===== config.mk =====
export PLATFORM = sky130hd
export DESIGN_NAME = appr_err_accum_flat
export DESIGN_NICKNAME = d
export VERILOG_FILES = /design/src/rtl/appr_err_accum_if.sv /design/src/rtl/appr_err_accum.sv /design/src/flat_wrapper.sv
export SDC_FILE = /design/constraint.sdc
export NUM_CORES = 1
export LEC_CHECK = 0
export CAP_MARGIN = 20
export CORE_UTILIZATION = 55
export CTS_BUF_LIST = sky130_fd_sc_hd__clkbuf_4
export CTS_CLUSTER_DIAMETER = 60
export DETAILED_ROUTE_END_ITERATION = 12
export PLACE_DENSITY = 0.81
export SLEW_MARGIN = 20
export SYNTH_ARGS = -nofsm -noshare
export SYNTH_HDL_FRONTEND = slang
export SYNTH_SLANG_ARGS = --single-unit

===== constraint.sdc =====
create_clock -name clk -period 4.9 [get_ports clk]
set_input_delay 0.735 -clock clk [delete_from_list [all_inputs] [get_ports clk]]
set_output_delay 0.735 -clock clk [all_outputs]
set_load 0.005 [all_outputs]

===== src/rtl/appr_err_accum_if.sv =====
// appr_err_accum_if: valid/ready stream carrying (approximate, exact) product pairs
interface appr_err_accum_if #(parameter int IN_W = 32);
  logic in_valid;
  logic in_ready;
  logic signed [IN_W-1:0] appr_in;
  logic signed [IN_W-1:0] exact_in;
  modport master (output in_valid, appr_in, exact_in, input in_ready);
  modport slave (input in_valid, appr_in, exact_in, output in_ready);
endinterface


===== src/rtl/appr_err_accum.sv =====
// appr_err_accum: two-stage error-statistics accumulator for approximate-multiplier runs
// Optional squared-error sum enabled by defining ERR_SQ_SUM_EN.
module appr_err_accum #(
  parameter int IN_W  = 32,
  parameter int CNT_W = 16,
  parameter int ACC_W = 48
) (
  input  logic                    clk,
  input  logic                    rst_n,
  input  logic                    start,
  input  logic [CNT_W-1:0]        num_samples,
  appr_err_accum_if.slave         s,
  output logic                    busy,
  output logic                    done,
  output logic signed [ACC_W-1:0] err_sum,
  output logic [ACC_W-1:0]        abs_ref_sum,
  output logic [CNT_W-1:0]        same_cnt,
  output logic [IN_W:0]           max_abs_err,
  output logic [63:0]             err_sq_sum
);
  typedef enum logic [1:0] {IDLE, RUN, DRAIN, DONE} state_t;
  state_t state;
  logic [CNT_W-1:0] remaining;
  logic acc, clr, valid_s1, match_s1;
  logic signed [IN_W:0] e, e_s1;
  logic [IN_W:0] abs_e, abse_s1;
  logic [IN_W-1:0] abs_x, absx_s1;
  assign s.in_ready = state == RUN && remaining != '0;
  assign acc = s.in_valid && s.in_ready;
  assign clr = start && (state == IDLE || state == DONE);
  assign busy = state == RUN || state == DRAIN;
  assign done = state == DONE;
  // One extra bit keeps the difference and |-2^(IN_W-1)| exact
  assign e = {s.appr_in[IN_W-1], s.appr_in} - {s.exact_in[IN_W-1], s.exact_in};
  assign abs_e = e[IN_W] ? -e : e;
  assign abs_x = s.exact_in[IN_W-1] ? -s.exact_in : s.exact_in;
  always_ff @(posedge clk or negedge rst_n) begin
    if (!rst_n) begin
      state       <= IDLE;
      remaining   <= '0;
      valid_s1    <= 1'b0;
      match_s1    <= 1'b0;
      e_s1        <= '0;
      abse_s1     <= '0;
      absx_s1     <= '0;
      err_sum     <= '0;
      abs_ref_sum <= '0;
      same_cnt    <= '0;
      max_abs_err <= '0;
    end else begin
      valid_s1 <= acc;
      if (acc) begin
        e_s1     <= e;
        abse_s1  <= abs_e;
        absx_s1  <= abs_x;
        match_s1 <= s.appr_in == s.exact_in;
      end
      if (valid_s1) begin
        err_sum     <= err_sum + ACC_W'(e_s1);
        abs_ref_sum <= abs_ref_sum + ACC_W'(absx_s1);
        same_cnt    <= same_cnt + CNT_W'(match_s1);
        max_abs_err <= abse_s1 > max_abs_err ? abse_s1 : max_abs_err;
      end
      if (clr) begin
        err_sum     <= '0;
        abs_ref_sum <= '0;
        same_cnt    <= '0;
        max_abs_err <= '0;
        remaining   <= num_samples;
        state       <= num_samples == '0 ? DONE : RUN;
      end else if (state == RUN && acc) begin
        remaining <= remaining - 1'b1;
        state     <= remaining == CNT_W'(1) ? DRAIN : RUN;
      end else if (state == DRAIN) begin
        state <= DONE;
      end
    end
  end
`ifdef ERR_SQ_SUM_EN
  logic [2*IN_W+1:0] sq;
  logic [63:0] sq_s1;
  assign sq = abs_e * abs_e;
  always_ff @(posedge clk or negedge rst_n) begin
    if (!rst_n) begin
      sq_s1      <= '0;
      err_sq_sum <= '0;
    end else begin
      if (acc) sq_s1 <= 64'(sq);
      if (clr) err_sq_sum <= '0;
      else if (valid_s1) err_sq_sum <= err_sq_sum + sq_s1;
    end
  end
`else
  assign err_sq_sum = '0;
`endif
endmodule


===== src/flat_wrapper.sv =====
// flat-port wrapper written by rule: the top's interface ports become plain ports
module appr_err_accum_flat 
#(
  parameter int IN_W  = 32,
  parameter int CNT_W = 16,
  parameter int ACC_W = 48
)
  (clk, rst_n, start, num_samples, busy, done, err_sum, abs_ref_sum, same_cnt, max_abs_err, err_sq_sum, s_in_valid, s_appr_in, s_exact_in, s_in_ready);
  appr_err_accum_if #(.IN_W(IN_W)) s_i ();
  input  logic clk;
  input  logic rst_n;
  input  logic start;
  input  logic [CNT_W-1:0] num_samples;
  output logic busy;
  output logic done;
  output logic signed [ACC_W-1:0] err_sum;
  output logic [ACC_W-1:0] abs_ref_sum;
  output logic [CNT_W-1:0] same_cnt;
  output logic [IN_W:0] max_abs_err;
  output logic [63:0] err_sq_sum;
  input wire logic [$bits(s_i.in_valid)-1:0] s_in_valid;
  input wire logic [$bits(s_i.appr_in)-1:0] s_appr_in;
  input wire logic [$bits(s_i.exact_in)-1:0] s_exact_in;
  output wire logic [$bits(s_i.in_ready)-1:0] s_in_ready;
  assign s_i.in_valid = s_in_valid;
  assign s_i.appr_in = s_appr_in;
  assign s_i.exact_in = s_exact_in;
  assign s_in_ready = s_i.in_ready;
  appr_err_accum #(.IN_W(IN_W), .CNT_W(CNT_W), .ACC_W(ACC_W)) u_core (.clk(clk), .rst_n(rst_n), .start(start), .num_samples(num_samples), .s(s_i), .busy(busy), .done(done), .err_sum(err_sum), .abs_ref_sum(abs_ref_sum), .same_cnt(same_cnt), .max_abs_err(max_abs_err), .err_sq_sum(err_sq_sum));
endmodule

==> flow_metrics.tcl, run 1 <==
set metrics [dict create \
    status "finished, final reports clean" \
    yosysUniqueCellTypes 91 \
    ys_warn_count 0 \
    cts_setup_buffers 0 \
    cts_tree "done" \
    fmax_ghz 0.242 \
    max_slew_margin_pct 31.8 \
    leakage_nw 10.8 \
    slew_violations 0 \
    critical_path_class "flop to flop" \
    cts.sinks 262 \
    syn-cell-area_um2 19600 \
    synth_edf_count 0 \
    area_delta_synth_final_pct 18.6 \
    synth-seq-area-share_pct 33.4 \
    detail-route-antenna-nets 0 \
    async_flop_share_pct 100 \
    start_util_pct 56.3 \
    multi_input_area_um2 12000 \
    dieHeight_um 191 \
    required_ps 5560 \
    period_needed_ps 4120 \
    wl_um 56300 \
    gr-total-overflow 0 \
    postSynthAreaPerCell_um2 8.44 \
    worstReg2RegStart "u_core.abs_ref_sum[0]$_DFFE_PN0P_" \
    synth.top_cell.area_share_pct 33.4 \
    antenna_found_initial 7 \
    cts-resized-gates 0 \
    synth_top_area_cell "dfrtp_1" \
    setup_violations 0 \
    pre_cts_ws_ps 149 \
    cts-root-buf "clkbuf_4" \
    place.gp.congestion 0.937 \
    worstReg2RegEnd "u_core.abs_ref_sum[38]$_DFFE_PN0P_" \
    critPathMaxStageDelay_ps 760 \
    ir_worst_vdd_mv 0.371 \
    core_area_um2 34900 \
    path_cells "ha_1, inv_1, fa_1, nor2b_1, o21ai_0, a21oi_1, o21ai_0, a2111oi_0, nor3_1, o31ai_1, and2_1, and3_1, mux2i_1" \
    die_w_um 191 \
    finalCritPeriodShare_pct 84.2 \
    synth_cells 2327 \
    cp-start-kind "flop" \
    hold_class "input pin to async pin" \
    layout_common_cells "nand2_1 (271), dfrtp_1 (261), clkdlybuf4s50_1 (230)" \
    clock_skew_ps 44.0 \
    wire_per_inst_um 18.2 \
    slowest_stage "a2111oi_0" \
    first_pass_iters 5 \
    reg2regPathDepth 13 \
    synth_ff_type "dfrtp_1" \
    finalSetupTns_ps 0 \
    maxCapViolations 0 \
    finalHoldViolations 0 \
    ys_seq_elements 262 \
    io_pins 296 \
    grt_pass1_wl_um 90400 \
    cts_buffers 75 \
    drive_gt1_share_pct 8.32 \
    layout_commonest_cell "nand2_1" \
    worst_setup_path_end_kind "flop" \
    fin_ws_ps 776 \
    drt_iter0_drc 1002 \
    row_count 68 \
    dieArea_um2 36500 \
    via_per_inst 5.84 \
    cts_hold_buf 0 \
    track_usage_pct 31.2 \
    crit_path_frequent_cell "o21ai_0" \
    rsz0062_at_grt "false" \
    clkLatencyLatePin_ps 770 \
    power_density_nw_per_um2 542 \
    grt_max_degree 138 \
    crit_arrival_ps 4780 \
    drcViolationCount 0 \
    layout.cells.non_filler 3092 \
    rrSetupSlack_ps 780 \
    synth_area_leaders "dfrtp_1 (33%), ha_1 (9.7%), o21ai_0 (5.7%)" \
    dp_hpwl_um 43200 \
    h-tree-depth 3 \
    path_max_fanout 8 \
    final_nets 2819 \
    clk_pin_slew_worst_paths_ps 70 \
    tightest_slew_ps 1020 \
    place_inst 2955 \
    fillers 2873 \
    seqCellArea_um2 6560 \
    grt_pass1_vias 17838 \
    portBuffers 231 \
    vias 18072 \
    clk_path_buf_depth 3 \
]
==> logic make-up after synthesis <==
kind of cell,Yosys count,share of synthesized area [%]
and+or+nand+nor,771,18.9
muxes,56,2.87
xor gates and xnor gates,167,7.45
AOI/OAI and AO/OA,624,20.4
other,1,0.0191
adders and majority gates,156,10.1
buffers and inverters,290,6.85
DFF,262,33.4
==> stage by stage <==
stage / util, % / instance area (µm²) / total power [W] / hold slack [ps]
after global placement: 63.8 / 22300 / 0.0102 / 473
final: 66.8 / 23300 / 0.0126 / 438
after detailed placement: 63.8 / 22300 / 0.0104 / 482
after global routing: 66.8 / 23300 / 0.0137 / 408
after floorplan: - / 19900 / 0.00794 / 439
after CTS: 66.7 / 23300 / 0.0126 / 123
==> final cells by class <==
type | count | area share [%]
multi-input combinational | 1838 | 51.5
sequential | 262 | 28.1
timing repair buffer | 278 | 11.6
clock buffer | 105 | 3.38
tap | 455 | 2.44
inverter | 124 | 2.00
clock inverter | 26 | 0.859
antenna | 4 | 0.0430
==> synth_stat cells, types with 18 or more instances <==
master,number
nand4_1,34
o31ai_1,18
buf_4,64
and2_1,22
ha_1,153
nand3_1,86
nor4_1,25
nor3_1,37
nand2_1,273
clkbuf_1,85
a21oi_1,125
xnor2_1,107
and3_1,23
o21ai_0,225
nor2_1,158
xor2_1,60
dfrtp_1,262
a21o_1,81
nor2b_1,25
mux2i_1,53
inv_1,124
==> routing by layer <==
| metal | routed length (µm) | vias to the layer above | track usage [%] |
|---|---|---|---|
| met5 | 45 | - | 0 |
| met4 | 1760 | 6 | 11.8 |
| met3 | 3050 | 131 | 5.71 |
| met2 | 26900 | 555 | 51.5 |
| met1 | 24600 | 8685 | 40.6 |
| li1 | - | 8695 | - |
==> worst max-delay path by stage <==
stage | startpoint | to | slack [ps] | cells past startpoint
3_3_place_gp | s_exact_in[8] | u_core.abse_s1[26]$_DFFE_PN0P_ | 230 | 13
6_report | u_core.abs_ref_sum[0]$_DFFE_PN0P_ | u_core.abs_ref_sum[38]$_DFFE_PN0P_ | 780 | 13
4_1_cts | u_core.abs_ref_sum[0]$_DFFE_PN0P_ | u_core.abs_ref_sum[38]$_DFFE_PN0P_ | 850 | 13
3_5_place_dp | s_exact_in[6] | u_core.abse_s1[26]$_DFFE_PN0P_ | 150 | 13
2_1_floorplan | s_appr_in[0] | u_core.abse_s1[26]$_DFFE_PN0P_ | 1020 | 13
5_1_grt | u_core.abs_ref_sum[0]$_DFFE_PN0P_ | u_core.abs_ref_sum[38]$_DFFE_PN0P_ | 470 | 13
==> worst max-delay path, delay by kind of cell (launching register included) <==
kind,cells,cell delay (ps)
and+or+nand+nor,4,920
muxes,1,210
adders and majority gates,2,570
DFF,1,390
AOI/OAI and AO/OA,5,1860
buffers and inverters,1,60
==> registers in the layout, summed over array words and instances (netlist names) <==
register            count
u_core.same_cnt        16
u_core.e_s1            32
u_core.abs_ref_sum     48
u_core.valid_s1         1
u_core.match_s1         1
u_core.absx_s1         32
u_core.remaining       16
u_core.max_abs_err     33
u_core.abse_s1         33
u_core.err_sum         48
u_core.state            2
==> report_power, final <==
group | total, W | internal (W) | switching, W
sequential | 0.00372 | 0.00293 | 0.000795
clock | 0.00214 | 0.00115 | 0.000982
combinational | 0.00676 | 0.00329 | 0.00347
total | 0.0126 | 0.00737 | 0.00525
(Power assumes the default switching activity.)
==> inputs of run 2 (changes only) <==
--- a/config.mk
+++ b/config.mk
@@ -6,11 +6,11 @@
 export NUM_CORES = 1
 export LEC_CHECK = 0
 export CAP_MARGIN = 20
-export CORE_UTILIZATION = 55
+export CORE_UTILIZATION = 52
 export CTS_BUF_LIST = sky130_fd_sc_hd__clkbuf_4
 export CTS_CLUSTER_DIAMETER = 60
 export DETAILED_ROUTE_END_ITERATION = 12
-export PLACE_DENSITY = 0.81
+export PLACE_DENSITY = 0.8
 export SLEW_MARGIN = 20
 export SYNTH_ARGS = -nofsm -noshare
 export SYNTH_HDL_FRONTEND = slang
==> constraint.sdc (replaced) <==
create_clock -name clk -period 3.3 [get_ports clk]
set_input_delay 0.495 -clock clk [delete_from_list [all_inputs] [get_ports clk]]
set_output_delay 0.495 -clock clk [all_outputs]
set_load 0.005 [all_outputs]
==> flow_metrics.tcl, run 2 (synthesized netlist as in run 1, its figures left out) <==
set metrics [dict create \
    clkLatencyLatePin_ps 760 \
    power_w 0.0201 \
    power_density_nw_per_um2 765 \
    grt_max_degree 84 \
    final_nets 3116 \
    dieArea_um2 38600 \
    tightest_slew_ps 931 \
    slew_violations 0 \
    path_max_fanout 5 \
    die_w_um 196 \
    failed_checks "setup timing" \
    grt_pass1_wl_um 95100 \
    crit_arrival_ps 3930 \
    track_usage_pct 30.8 \
    fmax_ghz 0.301 \
    row_count 70 \
    h-tree-depth 3 \
    setup_violations 1 \
    dieHeight_um 196 \
    drt_iter0_drc 1146 \
    first_pass_iters 6 \
    max_slew_margin_pct 37.8 \
    maxCapViolations 0 \
    grt_pass1_vias 19126 \
    ir_worst_vdd_mv 0.576 \
    fin_ws_ps -19.2 \
    rsz0062_at_grt "true" \
    cts_buffers 76 \
    drcViolationCount 0 \
    detail-route-antenna-nets 0 \
    status "finished with violations" \
    wire_per_inst_um 17.6 \
    hold_class "input pin to flop" \
    portBuffers 231 \
    clk_path_buf_depth 3 \
    seqCellArea_um2 6560 \
    layout_common_cells "buf_4 (334), nand2_1 (268), dfrtp_1 (261)" \
    layout_commonest_cell "buf_4" \
    period_needed_ps 3320 \
    core_area_um2 36900 \
    layout.cells.non_filler 3435 \
    place_inst 3283 \
    antenna_found_initial 5 \
    rrSetupSlack_ps 100 \
    reg.largest.list "u_core.abs_ref_sum: 48 flops, u_core.err_sum: 48 flops" \
    io_pins 296 \
    clock_skew_ps 64.9 \
    gr-total-overflow 0 \
    clk_pin_slew_worst_paths_ps 60 \
    drive_gt1_share_pct 20.9 \
    finalHoldViolations 0 \
    required_ps 3910 \
    multi_input_area_um2 12600 \
    start_util_pct 53.3 \
    wl_um 60600 \
    place.gp.congestion 0.973 \
    cts.sinks 262 \
    cp-start-kind "input pin" \
    vias 19334 \
    finalCritPeriodShare_pct 101 \
    dp_hpwl_um 46600 \
    cts_tree "done" \
    cts-root-buf "clkbuf_4" \
    via_per_inst 5.63 \
    fillers 2885 \
    critical_path_class "input pin to flop" \
    worst_setup_path_end_kind "flop" \
    area_delta_synth_final_pct 33.9 \
    leakage_nw 12.5 \
]
[run 2: cell types whose count changed in the layout (fill, tap and decap cells not counted), sizes merged, moves of 2 or more]
cell	before	now
buf	47	343
clkbuf	105	101
bufinv	3	5
clkinv	19	24
clkdlybuf4s50	230	213
dlymetal6s2s	0	15
diode	4	1
[run 2: power breakdown]
group | leakage [nW] | internal, W | switching (W)
Clock | 0.589 | 0.00181 | 0.00148
Sequential | 3.21 | 0.00435 | 0.00112
Combinational | 8.68 | 0.00575 | 0.00562
[run 2: repair_timing]
action,in CTS,in global routing
endpoints found under the setup margin,32,38
gates resized for setup,27,105
hold buffers,1,0
pin swaps,11,46
endpoints found under the hold margin,65,0
setup buffers,3,15
[run 2: per-stage QoR]
step,utilization [%],instance area [µm²],hold WS [ps],TNS (ps),setup slack [ps]
finish,71.3,26300,233,-19.2,-19.2
floorplan,-,20000,199,-1790,-220
detailed placement,66.8,24600,475,-29710,-1040
CTS,69.9,25800,234,-41.5,-41.5
global placement,66.8,24600,471,-25390,-982
global route,71.3,26300,180,-461,-96.9
[run 2: worst paths after layout]
path | from | to | depth (start not counted)
worst max-delay path | s_exact_in[17] | u_core.abse_s1[30]$_DFFE_PN0P_ | 14
worst min-delay path | s_exact_in[0] | u_core.abse_s1[0]$_DFFE_PN0P_ | 3
worst max register to register | u_core.abs_ref_sum[0]$_DFFE_PN0P_ | u_core.abs_ref_sum[36]$_DFFE_PN0P_ | 16
worst min register to register | u_core.e_s1[9]$_DFFE_PN0P_ | u_core.e_s1[9]$_DFFE_PN0P_ | 2
max in group asynchronous | rst_n | u_core.abse_s1[11]$_DFFE_PN0P_ | 3
min in group asynchronous | rst_n | u_core.err_sum[29]$_DFFE_PN0P_ | 2
[run 2: routing by layer]
metal  track usage [%]  vias up  routed length (µm)  share of wire, %
met5                 0        -                  43             0.071
met2              53.3      670               29800                49
met1              38.1     9219               25100                41
met4              9.64        6                1490               2.5
met3              6.64      129                4140               6.8
li1                  -     9310                   -                 -
[run 2: layout make-up]
cell class	count	share of cell area [%]
well taps	504	2.40
diodes	1	0.00951
inverters	124	1.82
clock buffers	99	2.83
flip-flops and latches	262	24.9
multi-input cells	1838	48.0
clock inverters	33	1.05
repair buffers	574	19.0
[run 2: worst max-delay path: stages]
cell             delay (ps)
clkdlybuf4s50_1         520
inv_1                   110
ha_2                    350
nand4_1                 200
nor2_1                   90
a41oi_2                 260
nand2_2                 100
or3_4                   390
a2111oi_4               480
nand4_2                 270
nor2_2                  210
buf_4                   140
mux2i_2                 210
nand3_1                 100
==> inputs of run 3 (changes only) <==
--- a/config.mk
+++ b/config.mk
@@ -5,12 +5,13 @@
 export SDC_FILE = /design/constraint.sdc
 export NUM_CORES = 1
 export LEC_CHECK = 0
+export ABC_CLOCK_PERIOD_IN_PS = 3300
 export CAP_MARGIN = 20
 export CORE_UTILIZATION = 52
 export CTS_BUF_LIST = sky130_fd_sc_hd__clkbuf_4
 export CTS_CLUSTER_DIAMETER = 60
 export DETAILED_ROUTE_END_ITERATION = 12
-export PLACE_DENSITY = 0.8
+export PLACE_DENSITY_LB_ADDON = 0.15
 export SLEW_MARGIN = 20
 export SYNTH_ARGS = -nofsm -noshare
 export SYNTH_HDL_FRONTEND = slang
==> flow_metrics.tcl, run 3 (synthesized netlist as in run 1, its figures left out) <==
set metrics [dict create \
    status "finished, final reports clean" \
    cts_buffers 75 \
    wl_met1_um 26800 \
    wl_met2_um 29100 \
    finalSetupTns_ps 0 \
    slowest_stage "clkdlybuf4s50_1" \
    reg.largest.list "u_core.abs_ref_sum: 48 flops, u_core.err_sum: 48 flops" \
    fmax_ghz 0.308 \
    hold_class "input pin to flop" \
    cts-root-buf "clkbuf_4" \
    vias 19365 \
    clk_pin_slew_worst_paths_ps 70 \
    netSwitchingPower_w 0.00834 \
    path_cells "clkdlybuf4s50_1, inv_1, ha_2, nand4_1, nor4_2, buf_4, o311ai_4, nand2_2, buf_4, buf_4, o21ai_2, a2111oi_4, nand2_2, o41a_1, xnor2_1, o21ai_1" \
    setup_violations 0 \
    area_delta_synth_final_pct 36.0 \
    drcViolationCount 0 \
    slew_violations 0 \
    clkLatencyLatePin_ps 800 \
    grt_pass1_vias 18998 \
    dieArea_um2 38600 \
    tightest_slew_ps 734 \
    detail-route-antenna-nets 0 \
    final_util_pct 72.4 \
    critical_path_class "input pin to flop" \
    first_pass_iters 5 \
    antenna_found_initial 9 \
    row_count 70 \
    layout_common_cells "buf_4 (376), nand2_1 (266), dfrtp_1 (260)" \
    dr_wl_met3_um 3580 \
    seq_power_share_pct 26.6 \
    max_slew_margin_pct 51.0 \
    grt_max_degree 117 \
    power_w 0.0204 \
    worst_setup_path_end_kind "flop" \
    p_clk_share_pct 15.5 \
    wire_per_inst_um 17.6 \
    period_needed_ps 3250 \
    path_max_fanout 6 \
    gr-total-overflow 0 \
    fin_ws_ps 52.9 \
    grt_pass1_wl_um 96500 \
    power_density_nw_per_um2 764 \
    final_nets 3161 \
    start_util_pct 53.3 \
    ir_worst_vdd_mv 0.608 \
    portBuffers 231 \
    top_layer_used "met5" \
    crit_path_frequent_cell "buf_4" \
    h-tree-depth 3 \
    dp_hpwl_um 46900 \
    clk_path_buf_depth 3 \
    intPower_w 0.0121 \
    layout_commonest_cell "buf_4" \
    core_area_um2 36900 \
    drt_iter0_drc 1089 \
    cts_tree "done" \
    p_comb_share_pct 57.8 \
    clock_skew_ps 53.6 \
    sw_frac_of_total_pct 40.9 \
    via_per_inst 5.56 \
    die_w_um 196 \
    drive_gt1_share_pct 22.2 \
    cp-start-kind "input pin" \
    track_usage_pct 31.3 \
    wl_um 61200 \
    crit_arrival_ps 3880 \
    dieHeight_um 196 \
    leakage_nw 12.7 \
    cts.sinks 262 \
    io_pins 296 \
    pre_cts_ws_ps -985 \
    critPathMaxStageDelay_ps 500 \
    finalCritPeriodShare_pct 98.4 \
    finalHoldViolations 0 \
    place.gp.congestion 0.956 \
    maxCapViolations 0 \
    required_ps 3930 \
]
## run 3: final timing paths
| kind | endpoint | cells after the start | from | slack (ps) |
|---|---|---|---|---|
| max | u_core.abse_s1[26]$_DFFE_PN0P_ | 16 | s_exact_in[21] | 50 |
| min | u_core.absx_s1[2]$_DFFE_PN0P_ | 4 | s_exact_in[2] | 210 |
| max reg2reg | u_core.err_sum[46]$_DFFE_PN0P_ | 13 | u_core.err_sum[9]$_DFFE_PN0P_ | 120 |
| min reg2reg | u_core.e_s1[16]$_DFFE_PN0P_ | 2 | u_core.e_s1[16]$_DFFE_PN0P_ | 480 |
| max in group asynchronous | u_core.state[1]$_DFFE_PN0P_ | 3 | rst_n | 2110 |
| min in group asynchronous | u_core.err_sum[36]$_DFFE_PN0P_ | 2 | rst_n | 230 |
## run 3: layout make-up
type                            count  area (µm²)
Tap cell                          504         631
Timing Repair Buffer              620        5410
Clock inverter                     20         145
Multi-Input combinational cell   1838       12600
Antenna cell                        6        15.0
Inverter                          124         478
Fill cell                        2949       10200
Sequential cell                   262        6560
Clock buffer                      110         826
## run 3: metrics by stage
stage                     hold slack [ps]  area (µm²)  cells
after CTS                             229       26200   3466
after global placement                472       24900   3315
after global routing                  220       26700   3482
after floorplan                       199       20000   2390
final                                 211       26700   3484
after detailed placement              481       24900   3315
## run 3: timing repair
| action | in CTS | in global routing |
|---|---|---|
| hold buffers | 1 | 0 |
| gates resized for setup | 41 | 96 |
| setup endpoints to repair | 26 | 38 |
| endpoints found under the hold margin | 66 | 0 |
| pin swaps | 27 | 38 |
| setup buffers | 20 | 13 |
## run 3: power groups by stage
stage	combinational [W]	clock, W	sequential, W
global route	0.0130	0.00342	0.00557
detailed placement	0.0113	0	0.00545
floorplan	0.00661	0	0.00522
CTS	0.0115	0.00325	0.00543
finish	0.0118	0.00317	0.00544
global placement	0.0110	0	0.00541
## run 3: layer usage
layer | global-route usage (%) | vias to the layer above
met5 | 0 | -
met4 | 10.3 | 10
met3 | 6.57 | 121
met2 | 51.8 | 527
met1 | 40.9 | 9323
li1 | - | 9384
## run 3: worst max-delay path: cells and delay by family
kind	cells	cell delay, ps
AO/OA/AOI/OAI	5	1140
adder cells (fa/ha/maj)	1	380
AND/OR/NAND/NOR	4	750
XOR/XNOR	1	170
buffers and inverters	5	940
